<file path="src/rtl/ring_phase_monitor.sv">
// Downstream monitor for a one-hot ring counter: encodes the phase, locks onto clean
// rotation, flags sticky faults after lock and counts completed revolutions.
module ring_phase_monitor #(
    parameter int unsigned WIDTH    = 4,
    parameter int unsigned PH_W     = 2,
    parameter int unsigned LOCK_CNT = 4,
    parameter int unsigned REV_W    = 8
) (
    input  logic             clk,
    input  logic             rst,
    input  logic [WIDTH-1:0] ring_in,
    input  logic             clr_err,
    output logic [PH_W-1:0]  phase,
    output logic             phase_vld,
    output logic             locked,
    output logic             err,
    output logic [7:0]       err_cnt,
    output logic [REV_W-1:0] rev_cnt,
    output logic             rev_tick
);

    localparam int unsigned CntW = (LOCK_CNT > 1) ? $clog2(LOCK_CNT) : 1;
    localparam logic [CntW-1:0] CntLast = CntW'(LOCK_CNT - 1);

    typedef enum logic [1:0] {
        StSearch,
        StLocking,
        StLocked,
        StFault
    } state_e;

    state_e           state_q, state_d;
    logic [WIDTH-1:0] prev_q, prev_d;
    logic [CntW-1:0]  good_cnt_q, good_cnt_d;
    logic [PH_W-1:0]  phase_q, phase_d;
    logic             phase_vld_q, phase_vld_d;
    logic [7:0]       err_cnt_q, err_cnt_d;
    logic [REV_W-1:0] rev_cnt_q, rev_cnt_d;
    logic             rev_tick_q, rev_tick_d;

    logic             oh, prev_oh, good, wrap;
    logic [WIDTH-1:0] prev_rot;

    function automatic logic [PH_W-1:0] encode(input logic [WIDTH-1:0] x);
        logic [PH_W-1:0] enc;
        enc = '0;
        for (int i = 0; i < WIDTH; i++) begin
            if (x[i]) enc = enc | PH_W'(i);
        end
        return enc;
    endfunction

    always_comb begin
        oh       = $onehot(ring_in);
        prev_oh  = $onehot(prev_q);
        prev_rot = {prev_q[WIDTH-2:0], prev_q[WIDTH-1]};
        good     = oh && prev_oh && (ring_in == prev_rot);
        wrap     = good && ring_in[0] && prev_q[WIDTH-1];
    end

    always_comb begin
        state_d     = state_q;
        good_cnt_d  = good_cnt_q;
        err_cnt_d   = err_cnt_q;
        rev_cnt_d   = rev_cnt_q;
        rev_tick_d  = 1'b0;
        prev_d      = ring_in;
        phase_vld_d = oh;
        phase_d     = oh ? encode(ring_in) : '0;

        unique case (state_q)
            StSearch: begin
                if (oh) begin
                    state_d    = StLocking;
                    good_cnt_d = '0;
                end
            end
            StLocking: begin
                if (!good) begin
                    state_d = StSearch;
                end else if (good_cnt_q == CntLast) begin
                    state_d = StLocked;
                end else begin
                    good_cnt_d = good_cnt_q + CntW'(1);
                end
            end
            StLocked: begin
                // A faulting sample can never also be a wrap, so no tick on the fault edge.
                if (!good) begin
                    state_d = StFault;
                    if (err_cnt_q != 8'hFF) err_cnt_d = err_cnt_q + 8'd1;
                end else if (wrap) begin
                    rev_cnt_d  = rev_cnt_q + REV_W'(1);
                    rev_tick_d = 1'b1;
                end
            end
            StFault: begin
                if (clr_err) state_d = StSearch;
            end
        endcase
    end

    always_ff @(posedge clk or negedge rst) begin
        if (!rst) begin
            state_q     <= StSearch;
            prev_q      <= '0;
            good_cnt_q  <= '0;
            phase_q     <= '0;
            phase_vld_q <= 1'b0;
            err_cnt_q   <= '0;
            rev_cnt_q   <= '0;
            rev_tick_q  <= 1'b0;
        end else begin
            state_q     <= state_d;
            prev_q      <= prev_d;
            good_cnt_q  <= good_cnt_d;
            phase_q     <= phase_d;
            phase_vld_q <= phase_vld_d;
            err_cnt_q   <= err_cnt_d;
            rev_cnt_q   <= rev_cnt_d;
            rev_tick_q  <= rev_tick_d;
        end
    end

    assign phase     = phase_q;
    assign phase_vld = phase_vld_q;
    assign locked    = (state_q == StLocked);
    assign err       = (state_q == StFault);
    assign err_cnt   = err_cnt_q;
    assign rev_cnt   = rev_cnt_q;
    assign rev_tick  = rev_tick_q;

endmodule

</file>
<file path="config.mk">
export PLATFORM = sky130hd
export DESIGN_NAME = ring_phase_monitor
export DESIGN_NICKNAME = d
export VERILOG_FILES = /design/src/rtl/ring_phase_monitor.sv
export SDC_FILE = /design/constraint.sdc
export NUM_CORES = 1
export LEC_CHECK = 0
export ABC_AREA = 1
export CAP_MARGIN = 20
export CORE_MARGIN = 2
export CORE_UTILIZATION = 25
export DETAILED_ROUTE_END_ITERATION = 7
export GPL_TIMING_DRIVEN = 0
export PLACE_DENSITY_LB_ADDON = 0.1
export SYNTH_ARGS = -nofsm -noshare
export SYNTH_HDL_FRONTEND = slang
export SYNTH_SLANG_ARGS = --single-unit
</file>
<file path="constraint.sdc">
create_clock -name clk -period 2.06 [get_ports clk]
set_input_delay 0.309 -clock clk [delete_from_list [all_inputs] [get_ports clk]]
set_output_delay 0.309 -clock clk [all_outputs]
set_load 0.005 [all_outputs]
</file>
=== After elaboration in Yosys (flattened, before gate mapping) ===
Index checks and enable logic that the tools add are counted.

* Latch bits: 0
* Register bits: 28
* ROM bits: 0
* Memories: 0
* Input bits: 7
* RAM bits: 0

* Muxes and demuxes: 17
* Div/mod/pow operators: 0
* Reduce and logical (&&, ||, !) cells: 10
* Magnitude comparators: 0
* Multipliers: 0
* Equality and inequality tests: 14
* Shift-type cells: 0
* Bitwise logic cells: 1
* $add $sub $neg: 9

{| class="wikitable"
|+ Operators by type and width
! cell !! number
|-
| $mux W2 || 11
|-
| $add A8 B1 Y8 const B || 2
|-
| $ne A2 B2 Y1 const B || 5
|-
| $add A1 B1 Y2 || 4
|-
| $ne A8 B8 Y1 const B || 1
|-
| $pmux W2 S4 || 1
|-
| $reduce_and A4 Y1 || 2
|-
| $add A2 B2 Y3 || 2
|-
| $eq A2 B2 Y1 const B || 3
|-
| $eq A3 B1 Y1 const B || 2
|-
| $reduce_and A3 Y1 || 2
|-
| $eq A4 B4 Y1 || 1
|-
| $logic_and A1 B1 Y1 || 4
|-
| $mux W1 || 4
|-
| $pmux W2 S2 || 1
|-
| $ne A3 B3 Y1 const B || 1
|-
| $add A2 B1 Y2 const B || 1
|-
| $eq A2 B1 Y1 const B || 1
|-
| $logic_not A2 Y1 || 1
|-
| $reduce_bool A2 Y1 || 1
|-
| $not A1 Y1 || 1
|}

=== Longest topological paths before layout ===
Gate-level depths: netlist of run 1.

* Word-level depth: 10
* Mapped depth: 16
* Gate-level depth less buffers: 16

=== Worst setup path after synthesis of run 1 ===
OpenSTA, ideal clock, no wires.

* Path type: register to register
* Start point: reg prev_q[0]
* End point: reg rev_cnt_q[0] (netlist: rev_cnt[0])
* Required time: 1.935 ns
* Arrival time: 2.127 ns
* Period minus slack after synthesis: 2.251 ns
* Path slack: -0.191 ns
* Cell stages (with the launch flop): 15
* Setup time: 0.125 ns
* Cells stage by stage: dfrtp_1 inv_1 fa_1 inv_1 ha_1 ha_1 inv_1 nand2_1 nor2_1 nand2_2 nor2_1 nand2_1 nor2_1 nand2_1 xnor2_1

* Word-level cells in the longest chain between the ends: 8
* Elaborated cells between the ends (all ways): 9

{| class="wikitable"
|+ Ends and longest elaborated chain
! what !! RTL line !! RTL
|-
| start, declared || 33 || <nowiki>logic [WIDTH-1:0] prev_q, prev_d;</nowiki>
|-
| start signal, assigned || 115 || <nowiki>prev_q <= prev_d;</nowiki>
|-
| $add A1 B1 Y2 (not written as such) || 55 || <nowiki>prev_oh = $onehot(prev_q);</nowiki>
|-
| $add A2 B2 Y3 (not written as such) || 55 ||
|-
| $eq A3 B1 Y1 || 55 ||
|-
| $logic_and A1 B1 Y1 || 57 || <nowiki>good = oh && prev_oh && (ring_in == prev_rot);</nowiki>
|-
| $logic_and A1 B1 Y1 * || 57 ||
|-
| $logic_and A1 B1 Y1 (2 in a row) || 58 || <nowiki>wrap = good && ring_in[0] && prev_q[WIDTH-1];</nowiki>
|-
| $reduce_and A3 Y1 (no line) * || n/a ||
|-
| end signal, assigned || 120 || <nowiki>rev_cnt_q <= rev_cnt_d;</nowiki>
|-
| end, declared || 38 || <nowiki>logic [REV_W-1:0] rev_cnt_q, rev_cnt_d;</nowiki>
|}

Every way passes the cells marked *; elsewhere a longest branch is shown, timed or not.
A chain may end at the register's enable or synchronous reset.

=== Final worst setup path of run 1 ===
* Start point: in ring_in[3]
* End point: reg err_cnt_q[2] (netlist: err_cnt[2])

* Word-level cells in the longest chain between the ends: 7
* Elaborated cells between the ends (all ways): 8

{| class="wikitable"
|+ Ends and longest elaborated chain
! what !! RTL line !! RTL
|-
| start, declared || 11 || <nowiki>input logic [WIDTH-1:0] ring_in,</nowiki>
|-
| $add A1 B1 Y2 (not written as such) || 54 || <nowiki>oh = $onehot(ring_in);</nowiki>
|-
| $add A2 B2 Y3 (not written as such) || 54 ||
|-
| $eq A3 B1 Y1 || 54 ||
|-
| named net oh || 41 || <nowiki>logic oh, prev_oh, good, wrap;</nowiki>
|-
| $logic_and A1 B1 Y1 (2 in a row) || 57 ||
|-
| $not A1 Y1 (no line) || n/a ||
|-
| $reduce_and A3 Y1 (no line) || n/a ||
|-
| end signal, assigned || 119 || <nowiki>err_cnt_q <= err_cnt_d;</nowiki>
|-
| end, declared || 37 || <nowiki>logic [7:0] err_cnt_q, err_cnt_d;</nowiki>
|}

The timed path passes the listed nets, and every way through them passes these cells.

==> results of run 1 <==
==> what timing repair did <==
item                                    in CTS  in global routing
gates resized for setup                     20                  7
buffers inserted                             3                  0
endpoints found under the setup margin      23                 21
endpoints found under the hold margin        0                  0
pin swaps                                   11                  0
hold buffers                                 0                  0
gates cloned                                 0                  1
==> per-stage QoR <==
step                utilization [%]  total power [mW]  setup slack, ps  setup TNS (ps)  hold slack [ps]
floorplan                         -             0.798             -154           -2150             13.4
global placement               32.4             0.901             -937          -19590              475
detailed placement             32.3             0.901             -947          -19590              394
CTS                            34.1              1.24             -221           -3690             82.2
global route                   34.4              1.32             -372           -7010             94.6
finish                         34.4              1.21             -215           -3640             54.2
==> registers in the layout, indices dropped and copies added, names as in the netlist, named ones only <==
| signal | flops |
|---|---|
| err_cnt | 8 |
| rev_cnt | 8 |
| prev_q | 4 |
| good_cnt_q | 2 |
| phase | 2 |
| phase_vld | 1 |
| rev_tick | 1 |
| state_q | 1 |
==> synthesized netlist by cell type <==
| master | n | area share, % |
|---|---|---|
| inv_2 | 2 | 0.46 |
| nor2_1 | 15 | 3.5 |
| o21ai_0 | 2 | 0.62 |
| o21ai_2 | 6 | 3.2 |
| mux2i_1 | 1 | 0.62 |
| nand3_1 | 8 | 2.5 |
| nor3_1 | 1 | 0.31 |
| nand2_2 | 2 | 0.77 |
| a31oi_1 | 1 | 0.39 |
| nand2_1 | 63 | 15 |
| ha_1 | 7 | 5.4 |
| nor2_4 | 2 | 1.4 |
| xor2_1 | 5 | 2.7 |
| a21oi_1 | 3 | 0.92 |
| buf_6 | 2 | 1.4 |
| xnor2_1 | 9 | 4.9 |
| nor2_2 | 2 | 0.77 |
| dfrtp_1 | 28 | 43 |
| inv_1 | 29 | 6.7 |
| fa_1 | 2 | 2.5 |
| nand4_1 | 6 | 2.3 |
| nand3_2 | 1 | 0.62 |
| nand3b_1 | 1 | 0.46 |
==> layer usage <==
metal,vias up,GRT usage (%)
li1,681,-
met1,585,14.3
met2,17,16.9
met3,2,1.87
met4,0,4.04
met5,-,0
==> path summary, 6_finish.rpt <==
| check | endpoint | slack [ps] | cells after the start |
|---|---|---|---|
| min | err_cnt[3] | 50 | 1 |
| min reg2reg | good_cnt_q[0] | 490 | 1 |
| max | err_cnt[2] | -220 | 16 |
| max reg2reg | err_cnt[2] | -180 | 15 |
| min in group clk | prev_q[3] | 290 | 1 |
| max in group asynchronous | rev_cnt[4] | 1580 | 1 |
==> critical path, cell delays in order <==
cell	delay (ps)
clkdlybuf4s15_2	220
inv_2	70
fa_1	540
inv_1	50
ha_2	180
ha_4	230
inv_2	50
nand2_2	50
nor2_4	120
nand2_2	100
nor2_4	110
nand2_2	90
nand2_2	120
buf_6	120
nand2_1	40
o21ai_0	80
==> final cells by class <==
class | instances | area share [%]
multi-input combinational | 137 | 40.3
sequential | 28 | 32.3
timing repair buffer | 32 | 14.5
inverter | 31 | 5.36
tap | 77 | 4.44
clock buffer | 3 | 1.90
buffer | 2 | 1.21
==> kinds of logic (layout without fill, tap and decap cells) <==
| group | count (synthesis) | count (layout) | share of synthesized area, % |
|---|---|---|---|
| compound gates | 12 | 12 | 5.16 |
| xor+xnor | 14 | 14 | 7.55 |
| fa+ha+maj | 9 | 9 | 7.86 |
| buf+inv | 33 | 68 | 8.55 |
| flops | 28 | 28 | 43.1 |
| mux | 1 | 1 | 0.616 |
| simple gates | 101 | 101 | 27.1 |
==> power by group <==
group	switching [mW]	leakage, nW	internal [mW]
Combinational	0.156	0.617	0.126
Clock	0.172	0.0216	0.131
Sequential	0.0398	0.377	0.584
Total	0.368	1.02	0.841
==> run metrics, run 1 <==
outcome complete, but fails checks; CTS tree built; filler instances 674; first-pass GRT wire length 6110 µm; fin crit period 2280 ps; Met3 Routed Length 100 µm; detailed-route wire length 3350 µm; vias after detailed routing 1285; Core Area 0.00631 mm²; Rows 29; max-cap violation count 0; syn_nets 214; routed length per placed instance 10.8 µm; DIE HEIGHT 84.6 µm; clk root buf clkbuf_8; fin area 0.00217 mm²; P per Cell Area 557 mW/mm²; Port Buffers 28; Pre-Repair DR Iteration Count 4; Starting Density 25.7%; sequential element share of the synthesized area 43.1%; CTS clk-pin slew, worst paths 100 ps; worst setup margin -215 ps; Synth warnings 0; violated checks negative setup slack; M1 WL 1610 µm; Post-Layout Cell Count 310; CP startpoint ring_in[3]; clock skew 4.84 ps; clock buffer depth 2; placer congestion estimate 0.731; antenna violations before repair 0; ANT cells 0; post-route antenna net violation count 0; vias in the first global route 1306; largest net degree at the start of global routing 29; post-route clock period utilization 110%; Hold Path Class input port to asynchronous set/reset pin; Slew Limit Fails 0; Post-DP HPWL 2520 µm; GRT Total Usage 10.6%; FMAX 0.440 GHz; Slew @ Worst Pin 662 ps; register area 701 µm²; Setup crit start kind input port; area grow syn2layout 33.7%; RSZ-0062 raised after global routing true; syn_area_per_cell 8.20 µm²; commonest non-fill, non-tap cell in the layout nand2_1; CTS Sinks 28; fraction of layout cells with a size suffix above 1 21.9%; required time of the worst setup path 2250 ps; CTS buffer count 3; Area after DPL 0.00204 mm²; VDD IR-drop max 0.242 mV; I/O pins 29; dpl cells 303; Hold Fails Final Rpt 0; peak fanout along the critical path 5; GRT overflow 0; Synth Instances 198; Worst setup EP type flop; htree depth 1; Netlist Area Pre-Place 0.00162 mm²; routed wl met2 1610 µm; # DRC 0; Worst R2R Start prev_q[3]; Finish-stage setup viols 21; Clock Latency Late Sink 270 ps; uppermost layer routed met4; WP data arrival 2470 ps; worst rel slew slack 55.9%; initial drt markers 42; vias per cell 4.15; most frequent cells in the layout nand2_1 (53), dfrtp_1 (28), inv_1 (25); Worst Setup Path Type input port to flop; area of the multi-input gates 876 µm²; synthesis-stage register bit count 28; final net count 251; full die area 0.00716 mm²; Die X 84.6 µm; synth unique cells 23; Lkg Pwr 1.02 nW
Power figures use the tool's default switching activity.
==> inputs of run 2 (changes only) <==
- CTS_CLUSTER_DIAMETER: not set -> 40
- SKIP_CTS_REPAIR_TIMING: not set -> 1
==> run 2 against run 1 <==
The run still ends with negative setup slack left. Die area unchanged. Via count increased by 2.0%. Hold slack improved by 5.8 ps. Cell area increased by 2.1%. Clock power about the same. Sequential share of layout area decreased by 0.67 points. Register-to-register slack got worse by 20 ps. First-iteration DRC count decreased by 43%. Final cell count increased by 0.65%. Non-clock buffer count increased by 2. Combinational power increased by 4%.
==> run metrics, run 2 (synthesis results as in run 1) <==
outcome complete, but fails checks (unchanged); violated checks negative setup slack (unchanged); Finish-stage setup viols 21 (unchanged); most frequent cells in the layout nand2_1 (50), dfrtp_1 (28), clkdlybuf4s50_1 (24) (was nand2_1 (53), dfrtp_1 (28), inv_1 (25)); Reg2Reg Depth 15 (unchanged); vias per cell 4.20 (was 4.15); CTS clk-pin slew, worst paths 100 ps (about the same); initial drt markers 24 (was 42); peak fanout along the critical path 5 (unchanged); met3 Usage GRT 1.87% (unchanged); Die X 84.6 µm (unchanged); Finished Core Util 35.1% (was 34.4%); Worst setup EP type flop (unchanged); placer congestion estimate 0.731 (unchanged); required time of the worst setup path 2260 ps (was 2250 ps); WP data arrival 2460 ps (was 2470 ps); FMAX 0.442 GHz (was 0.440 GHz); ANT cells 0 (unchanged); worst reg2reg endpoint err_cnt[2] (unchanged); CTS buffer count 3 (unchanged); Post-Layout Cell Count 312 (was 310); clock skew 3.29 ps (was 4.84 ps); Lkg Pwr 1.07 nW (was 1.02 nW); area grow syn2layout 36.6% (was 33.7%); Slew Limit Fails 0 (unchanged); Post-DP HPWL 2520 µm (unchanged); commonest non-fill, non-tap cell in the layout nand2_1 (unchanged); post-route antenna net violation count 0 (unchanged); GRT Total Usage 10.3% (was 10.6%); reg2reg setup slack -200 ps (was -180 ps); Rows 29 (unchanged); final net count 253 (was 251); fin crit period 2260 ps (was 2280 ps); CTS Sinks 28 (unchanged); dpl cells 303 (unchanged); vias in the first global route 1280 (was 1306); Starting Density 25.7% (unchanged); # DRC 0 (unchanged); vias after detailed routing 1311 (was 1285); routed length per placed instance 10.9 µm (was 10.8 µm); fraction of layout cells with a size suffix above 1 24.7% (was 21.9%); worst setup margin -205 ps (was -215 ps); CTS tree built (unchanged); first-pass GRT wire length 5950 µm (was 6110 µm); GRT overflow 0 (unchanged); htree depth 1 (unchanged); clk root buf clkbuf_8 (unchanged); GRT busiest layer met2 (unchanged); Pre-Repair DR Iteration Count 4 (unchanged); Clock Latency Late Sink 270 ps (about the same); I/O pins 29 (unchanged); P per Cell Area 549 mW/mm² (was 557 mW/mm²); post-route clock period utilization 110% (about the same); worst rel slew slack 55.4% (was 55.9%); DIE HEIGHT 84.6 µm (unchanged); Port Buffers 28 (unchanged); Total Power 1.22 mW (was 1.21 mW); worst hold slack 60.1 ps (was 54.2 ps); GR Util met2 16.6% (was 16.9%); antenna violations before repair 0 (unchanged); Worst Setup Path Type flop to flop (was input port to flop); Slew @ Worst Pin 669 ps (was 662 ps); full die area 0.00716 mm² (unchanged); max-cap violation count 0 (unchanged); Core Area 0.00631 mm² (unchanged); met1 Use GR 13.7% (was 14.3%); detailed-route wire length 3390 µm (was 3350 µm); Worst R2R Start prev_q[0] (was prev_q[3]); Hold Fails Final Rpt 0 (unchanged); filler instances 677 (was 674); largest net degree at the start of global routing 29 (unchanged); Hold Path Class input port to asynchronous set/reset pin (unchanged); RSZ-0062 raised after global routing true (unchanged); Setup crit start kind flop (was input port); clock buffer depth 2 (unchanged); VDD IR-drop max 0.239 mV (was 0.242 mV)
==> run 2: cell count changes in the layout (fill, tap and decap cells not counted), moves of 2 or more <==
cell	change
buf_4	+3
nand2_1	-3
nand2_4	+3
clkdlybuf4s15_2	-2
dlymetal6s2s_1	+2
inv_1	-2
==> run 2: how the worst max path moves through the flow <==
| stage | start | endpoint | slack (ps) |
|---|---|---|---|
| global route | prev_q[1] | err_cnt[5] | -360 |
| global placement | ring_in[3] | err_cnt[4] | -940 |
| CTS | ring_in[3] | err_cnt[4] | -640 |
| detailed placement | ring_in[3] | err_cnt[4] | -950 |
| floorplan | prev_q[3] | rev_cnt[0] | -150 |
| finish | prev_q[0] | err_cnt[2] | -200 |
==> run 2: through the flow <==
step / setup TNS, ps / setup WS [ps] / instance area, µm²
floorplan: -2150 / -154 / 1670
global placement: -19590 / -937 / 2040
detailed placement: -19590 / -947 / 2040
CTS: -12600 / -642 / 2080
global route: -6470 / -358 / 2220
finish: -2990 / -205 / 2220
==> run 2: final cells by class <==
class / instances / area, µm² / area share [%]
inverter: 31 / 119 / 5.36
tap: 77 / 96.3 / 4.34
clock buffer: 3 / 41.3 / 1.86
sequential: 28 / 701 / 31.6
timing repair buffer: 34 / 324 / 14.6
multi-input combinational: 137 / 911 / 41.1
buffer: 2 / 26.3 / 1.18
==> run 2: critical path: stages (launching register included) <==
cell	delay [ps]
dfrtp_1	370
inv_2	40
fa_1	520
inv_1	40
ha_2	170
ha_4	210
inv_2	40
nand2_2	40
nor2_2	80
nand2_2	80
nor2_4	140
nand2_4	90
nand2_4	110
buf_6	120
nand2_1	40
o21ai_1	80
==> run 2: report_power, final <==
group / internal [mW] / switching (mW)
clock network: 0.131 / 0.169
logic: 0.133 / 0.159
registers: 0.584 / 0.0409
total: 0.848 / 0.369
==> run 2: metal layers <==
layer / wire length, µm / vias to the layer above
met3: 112 / 2
met2: 1640 / 23
met1: 1610 / 603
met4: 29 / 0
met5: 0 / -
li1: - / 683
==> inputs of run 3 (changes only) <==
- ABC_AREA: 1 -> not set
- REMOVE_ABC_BUFFERS: not set -> 1
- SLEW_MARGIN: not set -> 20
==> run 3 against run 2 <==
The flow still finishes with violations (negative setup slack). Global-route usage is 0.076 points higher. Critical path depth fell by 5. Combinational power grew 64%. Maximum frequency is 13% lower. Register-to-register slack lost 330 ps. Largest cell class unchanged.
==> run metrics, run 3 <==
fraction of layout cells with a size suffix above 1 34.9% (was 24.7%); final net count 209 (was 253); post-route clock period utilization 126% (was 110%); simple-gate share of the synthesized area 21.0% (was 27.1%); I/O pins 29 (unchanged); Post-Layout Cell Count 269 (was 312); FMAX 0.386 GHz (was 0.442 GHz); Slew @ Worst Pin 657 ps (was 669 ps); dpl cells 242 (was 303); CTS clk-pin slew, worst paths 110 ps (was 100 ps); sequential element share of the synthesized area 43.3% (was 43.1%); vias in the first global route 1196 (was 1280); clock buffer depth 2 (unchanged); full die area 0.00713 mm² (was 0.00716 mm²); violated checks negative setup slack (unchanged); post-synth top area share 43.3% (was 43.1%); first-pass GRT wire length 5980 µm (was 5950 µm); area grow syn2layout 49.3% (was 36.6%); most area-hungry cell type in the Yosys netlist dfrtp_1 (unchanged); worst rel slew slack 55.9% (was 55.4%); largest family of logic cells by synthesized area simple AND/OR/NAND/NOR gates (unchanged); P per Cell Area 657 mW/mm² (was 549 mW/mm²); vias after detailed routing 1283 (was 1311); Hold Path Class input port to asynchronous set/reset pin (unchanged); clk root buf clkbuf_8 (unchanged); worst setup margin -533 ps (was -205 ps); RSZ-0062 raised after global routing true (unchanged); outcome complete, but fails checks (unchanged); fin area 0.00242 mm² (was 0.00222 mm²); fraction of registers with async set/reset 100% (unchanged); Synth Instances 143 (was 198); Rows 29 (unchanged); adder-cell area share of the yosys netlist 7.89% (was 7.86%); initial drt markers 19 (was 24); Clock Latency Late Sink 280 ps (was 270 ps); post-route antenna net violation count 0 (unchanged); CTS Sinks 28 (unchanged); htree depth 1 (unchanged); Pre-Repair DR Iteration Count 4 (unchanged); top-count cell post-synth dfrtp_1 (was nand2_1); fin crit period 2590 ps (was 2260 ps); syn_area_per_cell 11.3 µm² (was 8.20 µm²); CTS tree built (unchanged); VDD IR-drop max 0.283 mV (was 0.239 mV); Synth warnings 0 (unchanged); required time of the worst setup path 2260 ps (about the same); synthesis-stage register bit count 28 (unchanged); # DRC 0 (unchanged); Core Area 0.00631 mm² (unchanged); Setup crit start kind flop (unchanged); clock skew 8.71 ps (was 3.29 ps); Worst setup EP type flop (unchanged); Finish-stage setup viols 21 (unchanged); Area after DPL 0.00194 mm² (was 0.00204 mm²); most frequent cells in the layout dfrtp_1 (28), clkdlybuf4s50_1 (24), xor2_1 (14) (was nand2_1 (50), dfrtp_1 (28), clkdlybuf4s50_1 (24)); Starting Density 25.6% (was 25.7%); post-synthesis compound-gate area fraction 10.1% (was 5.16%); Main synth FF type dfrtp_1 (unchanged); vias per cell 4.77 (was 4.20); WP data arrival 2790 ps (was 2460 ps); Die X 84.4 µm (was 84.6 µm); placer congestion estimate 0.695 (was 0.731); multiplexer area fraction after synthesis 1.39% (was 0.616%); DIE HEIGHT 84.4 µm (was 84.6 µm); Worst Setup Path Type flop to flop (unchanged); commonest cells in the synthesized netlist dfrtp_1 (28), xor2_1 (14), inv_1 (13), nand3_1 (8), ha_1 (7) (was nand2_1 (63), inv_1 (29), dfrtp_1 (28), nor2_1 (15), xnor2_1 (9)); Post-DP HPWL 2500 µm (was 2520 µm); dpl ws -1780 ps (was -947 ps); worst hold slack 47.6 ps (was 60.1 ps); CTS buffer count 3 (unchanged); Netlist Area Pre-Place 0.00162 mm² (about the same); commonest non-fill, non-tap cell in the layout dfrtp_1 (was nand2_1); Hold Fails Final Rpt 0 (unchanged); synth unique cells 42 (was 23); peak fanout along the critical path 3 (was 5); antenna violations before repair 0 (unchanged); max-cap violation count 0 (unchanged); xor-xnor portion of the synthesized cell area 9.74% (was 7.55%); Port Buffers 28 (unchanged); ANT cells 0 (unchanged); routed length per placed instance 15.0 µm (was 10.9 µm); detailed-route wire length 4040 µm (was 3390 µm); GRT overflow 0 (unchanged); Reg2Reg Depth 10 (was 15); Slew Limit Fails 0 (unchanged); Lkg Pwr 1.05 nW (was 1.07 nW); GRT Total Usage 10.4% (was 10.3%); largest net degree at the start of global routing 29 (unchanged); synth top area cells dfrtp_1 (43%), xor2_1 (7.6%), ha_1 (5.4%), a2111oi_4 (3.4%), inv_1 (3.0%) (was dfrtp_1 (43%), nand2_1 (15%), inv_1 (6.7%), ha_1 (5.4%), xnor2_1 (4.9%)); number of synthesized flops with an enable pin 0 (unchanged)
==> run 3: cell types whose count changed after synthesis, moves of 3 or more <==
cell | previous run | this run
nand2_1 | 63 | 5
nor3_1 | 1 | 4
nor4_2 | 0 | 3
nor2_1 | 15 | 4
xnor2_1 | 9 | 4
xor2_1 | 5 | 14
a211oi_1 | 0 | 4
and2_1 | 0 | 3
inv_1 | 29 | 13
o21ai_2 | 6 | 1
==> run 3: through the flow <==
stage / setup TNS [ps] / util [%] / power (mW)
floorplan: -10820 / - / 0.875
global placement: -30310 / 30.8 / 0.990
detailed placement: -31360 / 30.7 / 1.01
CTS: -24150 / 31.8 / 1.47
global route: -10230 / 38.3 / 1.69
finish: -8310 / 38.3 / 1.59
==> run 3: kinds of logic (layout without fill, tap and decap cells) <==
family,after synthesis,after routing
flops,28,28
buf+inv,20,68
compound gates,17,17
simple gates,49,50
fa+ha+maj,9,9
mux,2,2
xor+xnor,18,18
==> run 3: final timing paths <==
kind	start	end	slack, ps
min in group clk	ring_in[0]	prev_q[0]	160
max	prev_q[1]	state_q[0]	-530
max reg2reg	prev_q[1]	state_q[0]	-530
min reg2reg	rev_cnt[7]	rev_cnt[7]	470
min	rst	rev_cnt[7]	50
max in group asynchronous	rst	err_cnt[1]	1580
==> run 3: area by class of cell <==
cell class	count	area, µm²
clock buffers	3	41.3
fillers	637	3900
flip-flops and latches	28	701
repair buffers	50	495
well taps	77	96.3
clock inverters	1	30.0
multi-input cells	96	992
inverters	14	60.1
==> run 3: worst max-delay path, cell delays in order, from the launching register on <==
cell and delay [ps]:
dfrtp_1 390, inv_2 60, fa_1 520, inv_2 50, ha_4 160, ha_4 240, nor3b_4 230, nand2_2 120
buf_6 150, or4_1 390, a32oi_1 210
==> run 3: routing by layer <==
metal / vias to the layer above / wire [µm] / global-route usage, %
met5: - / 0 / 0
met2: 27 / 2020 / 16.5
met4: 0 / 29 / 3.03
li1: 603 / - / -
met1: 649 / 1850 / 14.4
met3: 4 / 142 / 1.97
==> run 3: where the power goes <==
group	leakage, nW	total [mW]	switching (mW)	internal [mW]
Clock	0.0357	0.447	0.186	0.261
Combinational	0.674	0.479	0.238	0.241
Sequential	0.337	0.660	0.0581	0.602
